$ cat src/rtl/dsp_seq_pkg.sv
// Shared types and register map for the DSP routing sequencer.
package dsp_seq_pkg;

    typedef enum logic [2:0] {
        S_IDLE,
        S_ARMED,
        S_WRITE,
        S_WACK,
        S_DWELL,
        S_DONE
    } state_t;

    // Module slot 0xF is the DSP's NONE code, so it is free for our own registers
    localparam logic [3:0]  SLOT_LOCAL = 4'hF;

    localparam logic [15:0] OFF_CTRL   = 16'h0000;
    localparam logic [15:0] OFF_STATUS = 16'h0004;
    localparam logic [15:0] OFF_COUNT  = 16'h0008;
    localparam logic [7:0]  OFF_TABLE  = 8'h01;

    localparam int CTRL_ARM    = 0;
    localparam int CTRL_LOOP   = 1;
    localparam int CTRL_SWTRIG = 2;
    localparam int CTRL_ABORT  = 3;

    localparam int ENT_MOD_LSB  = 0;
    localparam int ENT_REG_BIT  = 8;
    localparam int ENT_DATA_LSB = 16;

    localparam logic [3:0] SEL_INPUT  = 4'h0;
    localparam logic [3:0] SEL_OUTPUT = 4'h4;

endpackage

$ cat src/rtl/dsp_seq_table.sv
// DEPTH x 2-word routing table: one PS read/write port, one sequencer read port.
module dsp_seq_table #(
    parameter int DEPTH = 8
) (
    input  logic                     clk_i,
    input  logic                     rstn_i,
    input  logic                     wr_en,
    input  logic [$clog2(DEPTH)-1:0] ps_idx,
    input  logic                     ps_word,
    input  logic [31:0]              wr_data,
    output logic [31:0]              ps_rdata,
    input  logic [$clog2(DEPTH)-1:0] rd_idx,
    output logic [31:0]              rd_w0,
    output logic [31:0]              rd_w1
);

    logic [DEPTH-1:0][1:0][31:0] mem;

    always_ff @(posedge clk_i or negedge rstn_i) begin
        if (!rstn_i)
            mem <= '0;
        else if (wr_en)
            mem[ps_idx][ps_word] <= wr_data;
    end

    assign ps_rdata = mem[ps_idx][ps_word];
    assign rd_w0    = mem[rd_idx][0];
    assign rd_w1    = mem[rd_idx][1];

endmodule

$ cat src/rtl/dsp_route_sequencer.sv
// Table-driven routing sequencer and PS-priority bus arbiter in front of red_pitaya_dsp.
module dsp_route_sequencer
    import dsp_seq_pkg::*;
#(
    parameter int DEPTH       = 8,
    parameter int LOG_MODULES = 4,
    parameter int DWELL_BITS  = 24,
    parameter int TIMEOUT     = 16
) (
    input  logic                     clk_i,
    input  logic                     rstn_i,
    input  logic [31:0]              ps_addr,
    input  logic [31:0]              ps_wdata,
    input  logic [3:0]               ps_sel,
    input  logic                     ps_wen,
    input  logic                     ps_ren,
    output logic [31:0]              ps_rdata,
    output logic                     ps_ack,
    output logic                     ps_err,
    output logic [31:0]              dsp_addr,
    output logic [31:0]              dsp_wdata,
    output logic [3:0]               dsp_sel,
    output logic                     dsp_wen,
    output logic                     dsp_ren,
    input  logic [31:0]              dsp_rdata,
    input  logic                     dsp_ack,
    input  logic                     dsp_err,
    input  logic                     trig_i,
    output logic                     busy_o,
    output logic [$clog2(DEPTH)-1:0] step_o
);

    localparam int SW = $clog2(DEPTH);
    localparam int TW = $clog2(TIMEOUT + 1);

    state_t                state, state_nx;
    logic [SW-1:0]         step, step_nx, last_step;
    logic [DWELL_BITS-1:0] dwell_cnt, dwell_cnt_nx, dwell_load, ent_dwell;
    logic [TW-1:0]         to_cnt, to_cnt_nx;
    logic                  err, err_nx, abort_pend, abort_pend_nx;
    logic                  arm, loop_en, trig_q, ps_pend, local_ack;
    logic [7:0]            count;
    logic [31:0]           local_rdata, local_rd, tbl_rdata, seq_w0, seq_w1, seq_addr;

    logic is_local, ps_strobe, fwd, ps_owner, lwr, ctrl_wr, tbl_hit;
    logic arm_wr, abort_wr, trig, seq_issue, seq_ack, seq_err, timeout, ent_reg;
    logic [LOG_MODULES-1:0] ent_mod;
    logic [7:0]             ent_data;
    logic [15:0]            off;
    logic                   unused_bits;

    assign off       = ps_addr[15:0];
    assign is_local  = (ps_addr[19:16] == SLOT_LOCAL);
    assign ps_strobe = ps_wen | ps_ren;
    assign fwd       = ps_strobe & ~is_local;
    assign ps_owner  = fwd | ps_pend;
    assign lwr       = ps_wen & is_local;
    assign ctrl_wr   = lwr && (off == OFF_CTRL);
    assign arm_wr    = ctrl_wr & ps_wdata[CTRL_ARM];
    assign abort_wr  = ctrl_wr & ps_wdata[CTRL_ABORT];
    assign trig      = (trig_i & ~trig_q) | (ctrl_wr & ps_wdata[CTRL_SWTRIG]);
    assign tbl_hit   = (off[15:8] == OFF_TABLE) && ({27'h0, off[7:3]} < 32'(DEPTH));

    dsp_seq_table #(.DEPTH(DEPTH)) u_table (
        .clk_i    (clk_i),
        .rstn_i   (rstn_i),
        .wr_en    (lwr & tbl_hit),
        .ps_idx   (off[3 +: SW]),
        .ps_word  (off[2]),
        .wr_data  (ps_wdata),
        .ps_rdata (tbl_rdata),
        .rd_idx   (step),
        .rd_w0    (seq_w0),
        .rd_w1    (seq_w1)
    );

    assign ent_mod     = seq_w0[ENT_MOD_LSB +: LOG_MODULES];
    assign ent_reg     = seq_w0[ENT_REG_BIT];
    assign ent_data    = seq_w0[ENT_DATA_LSB +: 8];
    assign ent_dwell   = seq_w1[DWELL_BITS-1:0];
    assign dwell_load  = (ent_dwell == '0) ? '0 : ent_dwell - DWELL_BITS'(1);
    assign seq_addr    = {12'h0, 4'(ent_mod), 12'h0, ent_reg ? SEL_OUTPUT : SEL_INPUT};
    assign last_step   = (count == 8'd0)       ? '0 :
                         (count > 8'(DEPTH))   ? SW'(DEPTH - 1) : SW'(count - 8'd1);
    assign unused_bits = ^{seq_w0, seq_w1};

    // The sequencer only drives the bus when the PS is completely quiet
    assign seq_issue = (state == S_WRITE) && !ps_strobe && !ps_pend;
    assign seq_ack   = dsp_ack & ~ps_owner;
    assign seq_err   = dsp_err & ~ps_owner;
    assign timeout   = (to_cnt == TW'(TIMEOUT - 1));

    always_comb begin
        state_nx      = state;
        step_nx       = step;
        dwell_cnt_nx  = dwell_cnt;
        to_cnt_nx     = to_cnt;
        err_nx        = err;
        abort_pend_nx = abort_pend;
        case (state)
            S_IDLE:  if (arm_wr && !abort_wr) begin state_nx = S_ARMED; err_nx = 1'b0; end
            S_ARMED: if (abort_wr) state_nx = S_IDLE;
                     else if (trig) begin state_nx = S_WRITE; step_nx = '0; end
            S_WRITE: begin
                if (abort_wr) state_nx = S_IDLE;
                else if (seq_issue) begin
                    to_cnt_nx = '0;
                    // A same-cycle ack skips WACK entirely
                    if (seq_ack)      begin state_nx = S_DWELL; dwell_cnt_nx = dwell_load; end
                    else if (seq_err) begin state_nx = S_DONE;  err_nx = 1'b1; end
                    else              state_nx = S_WACK;
                end
            end
            S_WACK: begin
                abort_pend_nx = abort_pend | abort_wr;
                to_cnt_nx     = to_cnt + TW'(1);
                if (seq_ack || seq_err || timeout) begin
                    abort_pend_nx = 1'b0;
                    if (abort_pend || abort_wr) state_nx = S_IDLE;
                    else if (seq_ack) begin state_nx = S_DWELL; dwell_cnt_nx = dwell_load; end
                    else begin state_nx = S_DONE; err_nx = 1'b1; end
                end
            end
            S_DWELL: begin
                if (abort_wr) state_nx = S_IDLE;
                else if (dwell_cnt != '0) dwell_cnt_nx = dwell_cnt - DWELL_BITS'(1);
                else if (step != last_step) begin state_nx = S_WRITE; step_nx = step + SW'(1); end
                else if (loop_en) begin state_nx = S_WRITE; step_nx = '0; end
                else state_nx = S_DONE;
            end
            S_DONE:  if (abort_wr) state_nx = S_IDLE;
                     else if (arm_wr) begin state_nx = S_ARMED; err_nx = 1'b0; end
            default: state_nx = S_IDLE;
        endcase
    end

    always_ff @(posedge clk_i or negedge rstn_i) begin
        if (!rstn_i) begin
            state      <= S_IDLE;
            step       <= '0;
            dwell_cnt  <= '0;
            to_cnt     <= '0;
            err        <= 1'b0;
            abort_pend <= 1'b0;
        end else begin
            state      <= state_nx;
            step       <= step_nx;
            dwell_cnt  <= dwell_cnt_nx;
            to_cnt     <= to_cnt_nx;
            err        <= err_nx;
            abort_pend <= abort_pend_nx;
        end
    end

    always_comb begin
        local_rd = '0;
        if (tbl_hit) local_rd = tbl_rdata;
        else case (off)
            OFF_CTRL:   local_rd = {30'h0, loop_en, arm};
            OFF_STATUS: local_rd = {20'h0, 4'(step), 5'h0, err, state == S_DONE, busy_o};
            OFF_COUNT:  local_rd = {24'h0, count};
            default:    local_rd = '0;
        endcase
    end

    always_ff @(posedge clk_i or negedge rstn_i) begin
        if (!rstn_i) begin
            arm         <= 1'b0;
            loop_en     <= 1'b0;
            count       <= '0;
            trig_q      <= 1'b0;
            ps_pend     <= 1'b0;
            local_ack   <= 1'b0;
            local_rdata <= '0;
        end else begin
            trig_q    <= trig_i;
            local_ack <= ps_strobe & is_local;
            if (ps_strobe & is_local) local_rdata <= local_rd;
            if (ctrl_wr) begin
                arm     <= ps_wdata[CTRL_ARM];
                loop_en <= ps_wdata[CTRL_LOOP];
            end
            if (lwr && off == OFF_COUNT) count <= ps_wdata[7:0];
            if (dsp_ack | dsp_err) ps_pend <= 1'b0;
            else if (fwd)          ps_pend <= 1'b1;
        end
    end

    assign busy_o    = (state != S_IDLE) && (state != S_DONE);
    assign step_o    = step;
    assign dsp_wen   = seq_issue | (ps_wen & ~is_local);
    assign dsp_ren   = ps_ren & ~is_local;
    assign dsp_addr  = seq_issue ? seq_addr         : (ps_owner ? ps_addr  : '0);
    assign dsp_wdata = seq_issue ? {24'h0, ent_data} : (ps_owner ? ps_wdata : '0);
    assign dsp_sel   = seq_issue ? 4'hF             : (ps_owner ? ps_sel   : '0);
    assign ps_ack    = local_ack | (ps_owner & dsp_ack);
    assign ps_err    = ps_owner & dsp_err;
    assign ps_rdata  = ps_owner ? dsp_rdata : (local_ack ? local_rdata : '0);

endmodule

$ cat config.mk
export PLATFORM = sky130hd
export DESIGN_NAME = dsp_route_sequencer
export DESIGN_NICKNAME = d
export VERILOG_FILES = /design/src/rtl/dsp_seq_pkg.sv /design/src/rtl/dsp_seq_table.sv /design/src/rtl/dsp_route_sequencer.sv
export SDC_FILE = /design/constraint.sdc
export NUM_CORES = 1
export LEC_CHECK = 0
export BUFFER_PORTS_ARGS = -buffer_cell sky130_fd_sc_hd__buf_2
export CORE_ASPECT_RATIO = 1.4
export CORE_MARGIN = 1.5
export CORE_UTILIZATION = 55
export CTS_BUF_LIST = sky130_fd_sc_hd__clkbuf_4 sky130_fd_sc_hd__clkbuf_8
export CTS_CLUSTER_SIZE = 8
export DETAILED_ROUTE_END_ITERATION = 16
export GPL_TIMING_DRIVEN = 0
export PLACE_DENSITY = 0.81
export SLEW_MARGIN = 40
export SYNTH_ARGS = -nofsm -noshare
export SYNTH_HDL_FRONTEND = slang
export SYNTH_SLANG_ARGS = --single-unit
$ cat constraint.sdc
create_clock -name clk_i -period 3.65 [get_ports clk_i]
set_input_delay 0.1825 -clock clk_i [delete_from_list [all_inputs] [get_ports clk_i]]
set_output_delay 0.1825 -clock clk_i [all_outputs]
set_load 0.03 [all_outputs]
Word-level counts from Yosys, hierarchy flattened
Cells that the tools add are included.
Word-level totals
  register bits: 594
  bits of input ports: 107
  output and inout bits: 108
  logic and storage cells: 202
Operators by class
  add/sub/neg operators: 5
  $lt $le $gt $ge: 7
  equal/unequal tests: 32
  multiplexer cells: 74
  bitwise gates (word level): 24
  reduce and logical (&&, ||, !) cells: 31
Operator list (count)
  512-bit bitwise mux: 1
  64-bit binary-select mux with 3-bit select: 2
  32-bit two-way mux: 10
  64-bit demux with 3-bit select: 1
  24-bit two-way mux: 8
  64-bit two-way mux: 2
  3-bit two-way mux: 24
  24-bit one-hot mux with 3 select lines: 1
  56-bit two-way mux: 1
  24-bit by 1-bit subtractor with 24-bit output, second input constant: 2
  11-bit one-hot mux with 3 select lines: 1
  32-bit demux with 1-bit select: 1
  2-bit inequality test, second input constant: 15
  24-bit zero test: 1
  24-bit nonzero test: 1
  3-bit inequality test, second input constant: 6
  3-bit one-hot mux with 6 select lines: 1
  16-bit by 3-bit equality test with 1-bit output, second input constant: 1
  16-bit by 4-bit equality test with 1-bit output, second input constant: 1
  16-bit zero test: 1
  1-bit AND: 14
  1-bit two-way mux: 14
  6-bit AND reduction: 2
  11-bit AND reduction: 1
  other kinds (33): 61

Longest topological paths before layout
  word-level depth: 11
  depth in mapped cells: 12
  mapped depth without buffers: 9

Cells and area by module
A second synthesis with hierarchy kept.
Unflattened totals
  cells, all modules: 2752
  area, all modules: 33729.8 um^2
By module, submodules not included
  dsp_seq_table: instances 1, cells each 1960, area each 27755.4 um^2, sequential area each 12812.3 um^2
  dsp_route_sequencer: instances 1, cells each 792, area each 5974.5 um^2, sequential area each 2052.0 um^2

Worst setup path after synthesis
No wires, ideal clock.
  path type: register to register
  start point: register step[2], in the netlist step_o[2]
  end point: register dwell_cnt[10]
  library setup time: 126 ps
  data arrival time: 3209 ps
  data required time: 3524 ps
  path slack: 315 ps
  stages on the path, launching flop included: 12
  buffers on the path: 3
  cells stage by stage: dfrtp_1 -> buf_2 -> buf_1 -> buf_1 -> mux4_2 -> mux2i_1 -> ha_1 -> nand4_2 -> a21oi_2 -> nand4_1 -> xor2_1 -> a221o_1
On the way
  longest elaborated chain between the ends: 8
  elaborated cells on any way between the ends: 11
  classes of those cells: 1 x add/sub; 9 x mux; 1 x reduce/logical
RTL lines
  from (decl): line dsp_route_sequencer.sv:37  | logic [SW-1:0] step, step_nx, last_step;
  from (signal assigned): line dsp_route_sequencer.sv:147  | step <= step_nx;
  64-bit binary-select mux with 3-bit select *: line dsp_seq_table.sv:28  | assign rd_w1 = mem[rd_idx][1];
  56-bit two-way mux (implied by the code) *: line dsp_seq_table.sv:28
  24-bit by 1-bit subtractor with 24-bit output / 24-bit zero test (equally long branches): line dsp_route_sequencer.sv:81  | assign dwell_load = (ent_dwell == '0) ? '0 : ent_dwell - DWELL_BITS'(1);
  24-bit two-way mux *: line dsp_route_sequencer.sv:81
  24-bit two-way mux *: line dsp_route_sequencer.sv:109, dsp_route_sequencer.sv:120
  24-bit two-way mux (on tied branches): line dsp_route_sequencer.sv:119, dsp_route_sequencer.sv:106
  24-bit two-way mux (on tied branches): line dsp_route_sequencer.sv:117, dsp_route_sequencer.sv:105
  24-bit one-hot mux with 3 select lines *: line dsp_route_sequencer.sv:100  | case (state)
  to (signal assigned): line dsp_route_sequencer.sv:148  | dwell_cnt <= dwell_cnt_nx;
  to (decl): line dsp_route_sequencer.sv:38  | logic [DWELL_BITS-1:0] dwell_cnt, dwell_cnt_nx, dwell_load, ent_dwell;
Mark *: on every way between the ends. The rest lies on a longest branch, timed or not. The select of a mux whose other input is x is not followed.
A chain may end at the register's enable or synchronous reset.

Worst setup path in the final report
  start point: register step[1], in the netlist step_o[1]
  end point: register dwell_cnt[19]
Same word-level chain as after synthesis.

==> results.md <==
| Group | Item | Value |
|:---|:---|:---|
| run status | Status | finished, violations left |
| run status | Violations in the final reports | negative setup slack |
| floorplanning | Die span in y | 283 um |
| global routing | Overall Global Routing Usage | 44.5% |
| detailed routing | Routed wire length | 128 mm |
| cts | CTS HTree Levels | 3 |
| pwr | Worst-case vdd ir drop | 0.000274 V |
| pwr | Cell leakage power | 17.1 nW |
| cells and area | Sequential cell area | 14900 um^2 |
| detailed routing | 1st-iter DRT viols | 3547 |
| timing | Max transition margin | 34.7% |
| min path | Start point of the worst min-delay path | ps_wdata[3] |
| cells and area | Multi-input gate area in the final layout | 15200 um^2 |
| cells and area | Layout-stage area growth over the synthesis result | 15.7% |
| floorplanning | Core Region | 55400 um^2 |
| timing | Number of pins exceeding their max-slew limit in the final report | 0 |
| cts | Clock-pin slew of the registers on the worst-case setup and hold paths | 70 ps |
| cts | Cell at the root of the clock tree | sky130_fd_sc_hd__clkbuf_8 |
| place | Number of buffers inserted by port buffering | 211 |
| synthesis | Main synth FF type | sky130_fd_sc_hd__dfrtp_1 |
| detailed routing | Number of vias per cell | 7.11 |
| cts | CTS tree | built |
| global routing | Antenna violations before repair | 10 |
| cts | Number of buffers on the longest clock path | 3 |
| critical path | Endpoint kind of the worst setup timing path | flip-flop |
| global routing | Vias in the first global route | 26800 |
| critical path | Critical Path AT | 4290 ps |
| floorplanning | I/O pin count | 215 |
| cells and area | Proportion of layout cells with a drive suffix above 1 | 38.5% |
| critical path | Worst path max stage delay | 670 ps |
| synthesis | Share of synthesized area occupied by flip-flops and latches | 48.2% |
| floorplanning | Initial cell density of the core | 55.7% |
| cts | Source-to-sink clock delay at the later pin of the worst-skew pair | 760 ps |
| critical path | Worst Path Class, Setup | reg -> reg |
| timing | Transition time at the pin with the least slew margin | 979 ps |
| cts | Cts bufs inserted | 91 |
| floorplanning | Die X | 203 um |
| detailed routing | Average wire per standard cell | 34.1 um |
| detailed routing | Count of antenna-violating nets left after detailed routing | 0 |
| critical path | Critical-path cell list | buf_8, mux4_2, mux2i_1, nand4_2, or4_4, nor4_1, xor2_1, o22ai_1 |
| timing | Final Cycle Share | 100% |
| floorplanning | Overall die area | 57600 um^2 |
| timing | Worst hold slack across all endpoints | 36.2 ps |
| cells and area | Number of filler instances in the final layout | 4240 |
| timing | Minimum clock period after layout | 3660 ps |
| cells and area | Final #Nets | 3083 |
| synthesis | Yosys synthesis warning count | 0 |
| synthesis | Synth Net Count | 2725 |
| place | Post-place instance area | 33300 um^2 |
| global routing | Total overflow reported by the global router | 0 |
| synthesis | Unique masters post-synth | 77 |
| synthesis | Register bit count reported by yosys | 594 |
| critical path | Category of cells accounting for the largest share of critical-path delay | simple AND/OR/NAND/NOR gates |
| floorplanning | Number of placement rows | 102 |
| synthesis | Async set-or-reset flop fraction in the synthesized netlist | 100% |
| global routing | Global-route wire length before repair | 182 mm |
| critical path | Endpoint required time on the critical path | 4290 ps |
| cts | Number of sinks driven by the clock tree | 594 |
| detailed routing | First-pass detailed-route iteration total | 7 |
| global routing | Pin count of the biggest net entering global routing | 79 |
| timing | Final Worst Setup Slack | -7.16 ps |
| detailed routing | Post-route DRC violation count | 0 |
| run | Reported max-cap violation count | 0 |
| critical path | FF-to-FF Start | step_o[1] |
| critical path | Maximum net fanout on the critical path | 9 |
| pwr | Total power density per cell area | 443 nW/um^2 |
| synthesis | Cells after synthesis | 2611 |
| critical path | Slowest stage cell, crit path | sky130_fd_sc_hd__mux2i_1 |
| synthesis | Post-synthesis instance area | 30900 um^2 |
| synthesis | Post-synthesis area per instance | 11.8 um^2 |
| cells and area | Final cell area excluding filler cells | 35700 um^2 |
| timing | Final Hold Viols | 0 |
| timing | Setup violators final | 1 |
| place | DP HPWL | 87.0 mm |
| timing | Clock skew after layout | 36.8 ps |
| place | Routability congestion estimate | 1.05 |
| critical path | Startpoint kind of the worst setup timing path | flip-flop |
| min path | Kind of path behind the tightest hold check | in -> reg |
| critical path | Buffers & Inverters on Critical Path | 1 |
| critical path | Worst setup path startpoint | step_o[1] |
| place | Post-Place Setup Slack | -504 ps |
| detailed routing | DR vias | 26700 |
| synthesis | Post-synth EDFFs | 0 |
| timing | Highest achievable clock rate | 0.273 GHz |
| timing | Setup repair after global routing missed its margin | true |
## synth_stat cells, types with 8 or more instances
cell / number / area [um^2]
sky130_fd_sc_hd__nand2b_1: 9 / 56.3
sky130_fd_sc_hd__a31oi_1: 15 / 93.8
sky130_fd_sc_hd__or3_1: 9 / 56.3
sky130_fd_sc_hd__and2_1: 62 / 388
sky130_fd_sc_hd__nand3_1: 71 / 355
sky130_fd_sc_hd__dfrtp_1: 594 / 14900
sky130_fd_sc_hd__nand2_1: 234 / 878
sky130_fd_sc_hd__xnor2_1: 11 / 96.3
sky130_fd_sc_hd__o211ai_1: 18 / 135
sky130_fd_sc_hd__mux2i_1: 72 / 721
sky130_fd_sc_hd__nor2b_1: 14 / 87.6
sky130_fd_sc_hd__buf_1: 29 / 109
sky130_fd_sc_hd__nor3_1: 29 / 145
sky130_fd_sc_hd__nor4_1: 17 / 106
sky130_fd_sc_hd__a21oi_1: 87 / 435
sky130_fd_sc_hd__a32o_1: 14 / 140
sky130_fd_sc_hd__nand4_1: 27 / 169
sky130_fd_sc_hd__mux2_2: 534 / 6010
sky130_fd_sc_hd__buf_2: 39 / 195
sky130_fd_sc_hd__o22ai_1: 10 / 62.6
sky130_fd_sc_hd__o21ai_0: 109 / 546
sky130_fd_sc_hd__nor2_1: 79 / 297
sky130_fd_sc_hd__a22oi_1: 78 / 586
sky130_fd_sc_hd__o21ai_1: 8 / 40.0
sky130_fd_sc_hd__a22o_1: 22 / 193
sky130_fd_sc_hd__mux2_1: 8 / 90.1
sky130_fd_sc_hd__clkbuf_1: 146 / 548
sky130_fd_sc_hd__a221oi_1: 36 / 315
sky130_fd_sc_hd__inv_1: 14 / 52.6
sky130_fd_sc_hd__mux4_2: 84 / 1890
sky130_fd_sc_hd__xor2_1: 9 / 78.8
## power breakdown
part | switching [mW] | internal (mW)
registers | 0.181 | 6.74
clock network | 2.78 | 2.88
logic | 2.21 | 1.04
total | 5.16 | 10.7
## registers in the layout, indices dropped and copies added (netlist names)
signal	cells
count	8
trig_q	1
ps_pend	1
local_rdata	32
step_o	3
dwell_cnt	24
loop_en	1
abort_pend	1
to_cnt	5
u_table.mem	512
state	3
local_ack	1
arm	1
err	1
## repair_timing
item,in CTS,in global routing
hold endpoints to repair,375,0
cloned,0,0
buffers inserted,0,8
setup endpoints to repair,37,33
hold buffers,35,0
resized for setup,50,16
## per-layer routing
layer	vias to the layer above	part of all wire [%]	GRT usage, %
li1	10400	-	-
met1	13100	32	49.7
met2	2331	43	64.9
met3	802	14	18.8
met4	12	11	38.9
met5	-	0.066	0.255
## kinds of logic after synthesis
| family | after synthesis | synth area share, % |
|---|---|---|
| buffers and inverters | 240 | 3.24 |
| muxes | 702 | 28.4 |
| and+or+nand+nor | 589 | 9.29 |
| DFF | 594 | 48.2 |
| adders and majority gates | 7 | 0.284 |
| xor gates and xnor gates | 20 | 0.568 |
| AOI/OAI and AO/OA | 459 | 10.0 |
## worst register-to-register path, stage by stage (launching register included)
cell	delay, ps
sky130_fd_sc_hd__dfrtp_2	400
sky130_fd_sc_hd__buf_8	180
sky130_fd_sc_hd__mux4_2	530
sky130_fd_sc_hd__mux2i_1	670
sky130_fd_sc_hd__nand4_2	290
sky130_fd_sc_hd__or4_4	660
sky130_fd_sc_hd__nor4_1	440
sky130_fd_sc_hd__xor2_1	260
sky130_fd_sc_hd__o22ai_1	120
## cells in the final DEF (no fill, tap or decap), types with 10 or more instances in the layout
master                            n
sky130_fd_sc_hd__dfrtp_1        593
sky130_fd_sc_hd__mux2_2         534
sky130_fd_sc_hd__buf_2          251
sky130_fd_sc_hd__nand2_1        234
sky130_fd_sc_hd__o21ai_0        107
sky130_fd_sc_hd__clkbuf_8       105
sky130_fd_sc_hd__a21oi_1         87
sky130_fd_sc_hd__clkbuf_1        85
sky130_fd_sc_hd__mux4_2          84
sky130_fd_sc_hd__a22oi_1         78
sky130_fd_sc_hd__nor2_1          76
sky130_fd_sc_hd__nand3_1         71
sky130_fd_sc_hd__mux2i_1         63
sky130_fd_sc_hd__and2_1          62
sky130_fd_sc_hd__clkbuf_2        59
sky130_fd_sc_hd__a221oi_1        36
sky130_fd_sc_hd__dlygate4sd3_1   34
sky130_fd_sc_hd__clkbuf_4        31
sky130_fd_sc_hd__nand4_1         27
sky130_fd_sc_hd__nor3_1          26
sky130_fd_sc_hd__a22o_1          22
sky130_fd_sc_hd__o211ai_1        18
sky130_fd_sc_hd__buf_4           16
sky130_fd_sc_hd__a31oi_1         15
sky130_fd_sc_hd__inv_1           14
sky130_fd_sc_hd__nor4_1          14
sky130_fd_sc_hd__a32o_1          14
sky130_fd_sc_hd__nor2b_1         11
sky130_fd_sc_hd__mux2i_2         11
sky130_fd_sc_hd__xnor2_1         11
sky130_fd_sc_hd__buf_1           10
sky130_fd_sc_hd__o21ai_1         10
sky130_fd_sc_hd__o22ai_1         10
sky130_fd_sc_hd__buf_16          10
## cell type report
type	instances	area share [%]
clock inverters	9	0.214
repair buffers	267	5.00
inverters	18	0.196
flip-flops and latches	594	41.6
multi-input cells	1777	42.5
clock buffers	133	4.64
plain buffers	220	3.28
diodes	5	0.0350
well taps	728	2.55
## final timing paths
| kind | endpoint | slack [ps] | cells after the start |
|---|---|---|---|
| worst max-delay path | dwell_cnt[19] | -7 | 8 |
| worst min-delay path | abort_pend | 40 | 4 |
| worst max register to register | dwell_cnt[19] | -7 | 8 |
| worst min register to register | u_table.mem[265] | 490 | 1 |
| max in group asynchronous | u_table.mem[123] | 1490 | 7 |
| min in group asynchronous | u_table.mem[359] | 390 | 3 |
## per-stage QoR
step                setup TNS (ps)  std cells  power (mW)  utilization [%]
floorplan                        0       2611        8.72                -
CTS                              0       3737        15.5             64.1
detailed placement          -11640       3561        9.95             60.1
finish                       -7.16       3751        15.8             64.5
global route                 -43.6       3747        16.2             64.4
global placement          -5653960       3550        9.86             59.3
Power figures use the tool's default switching activity.
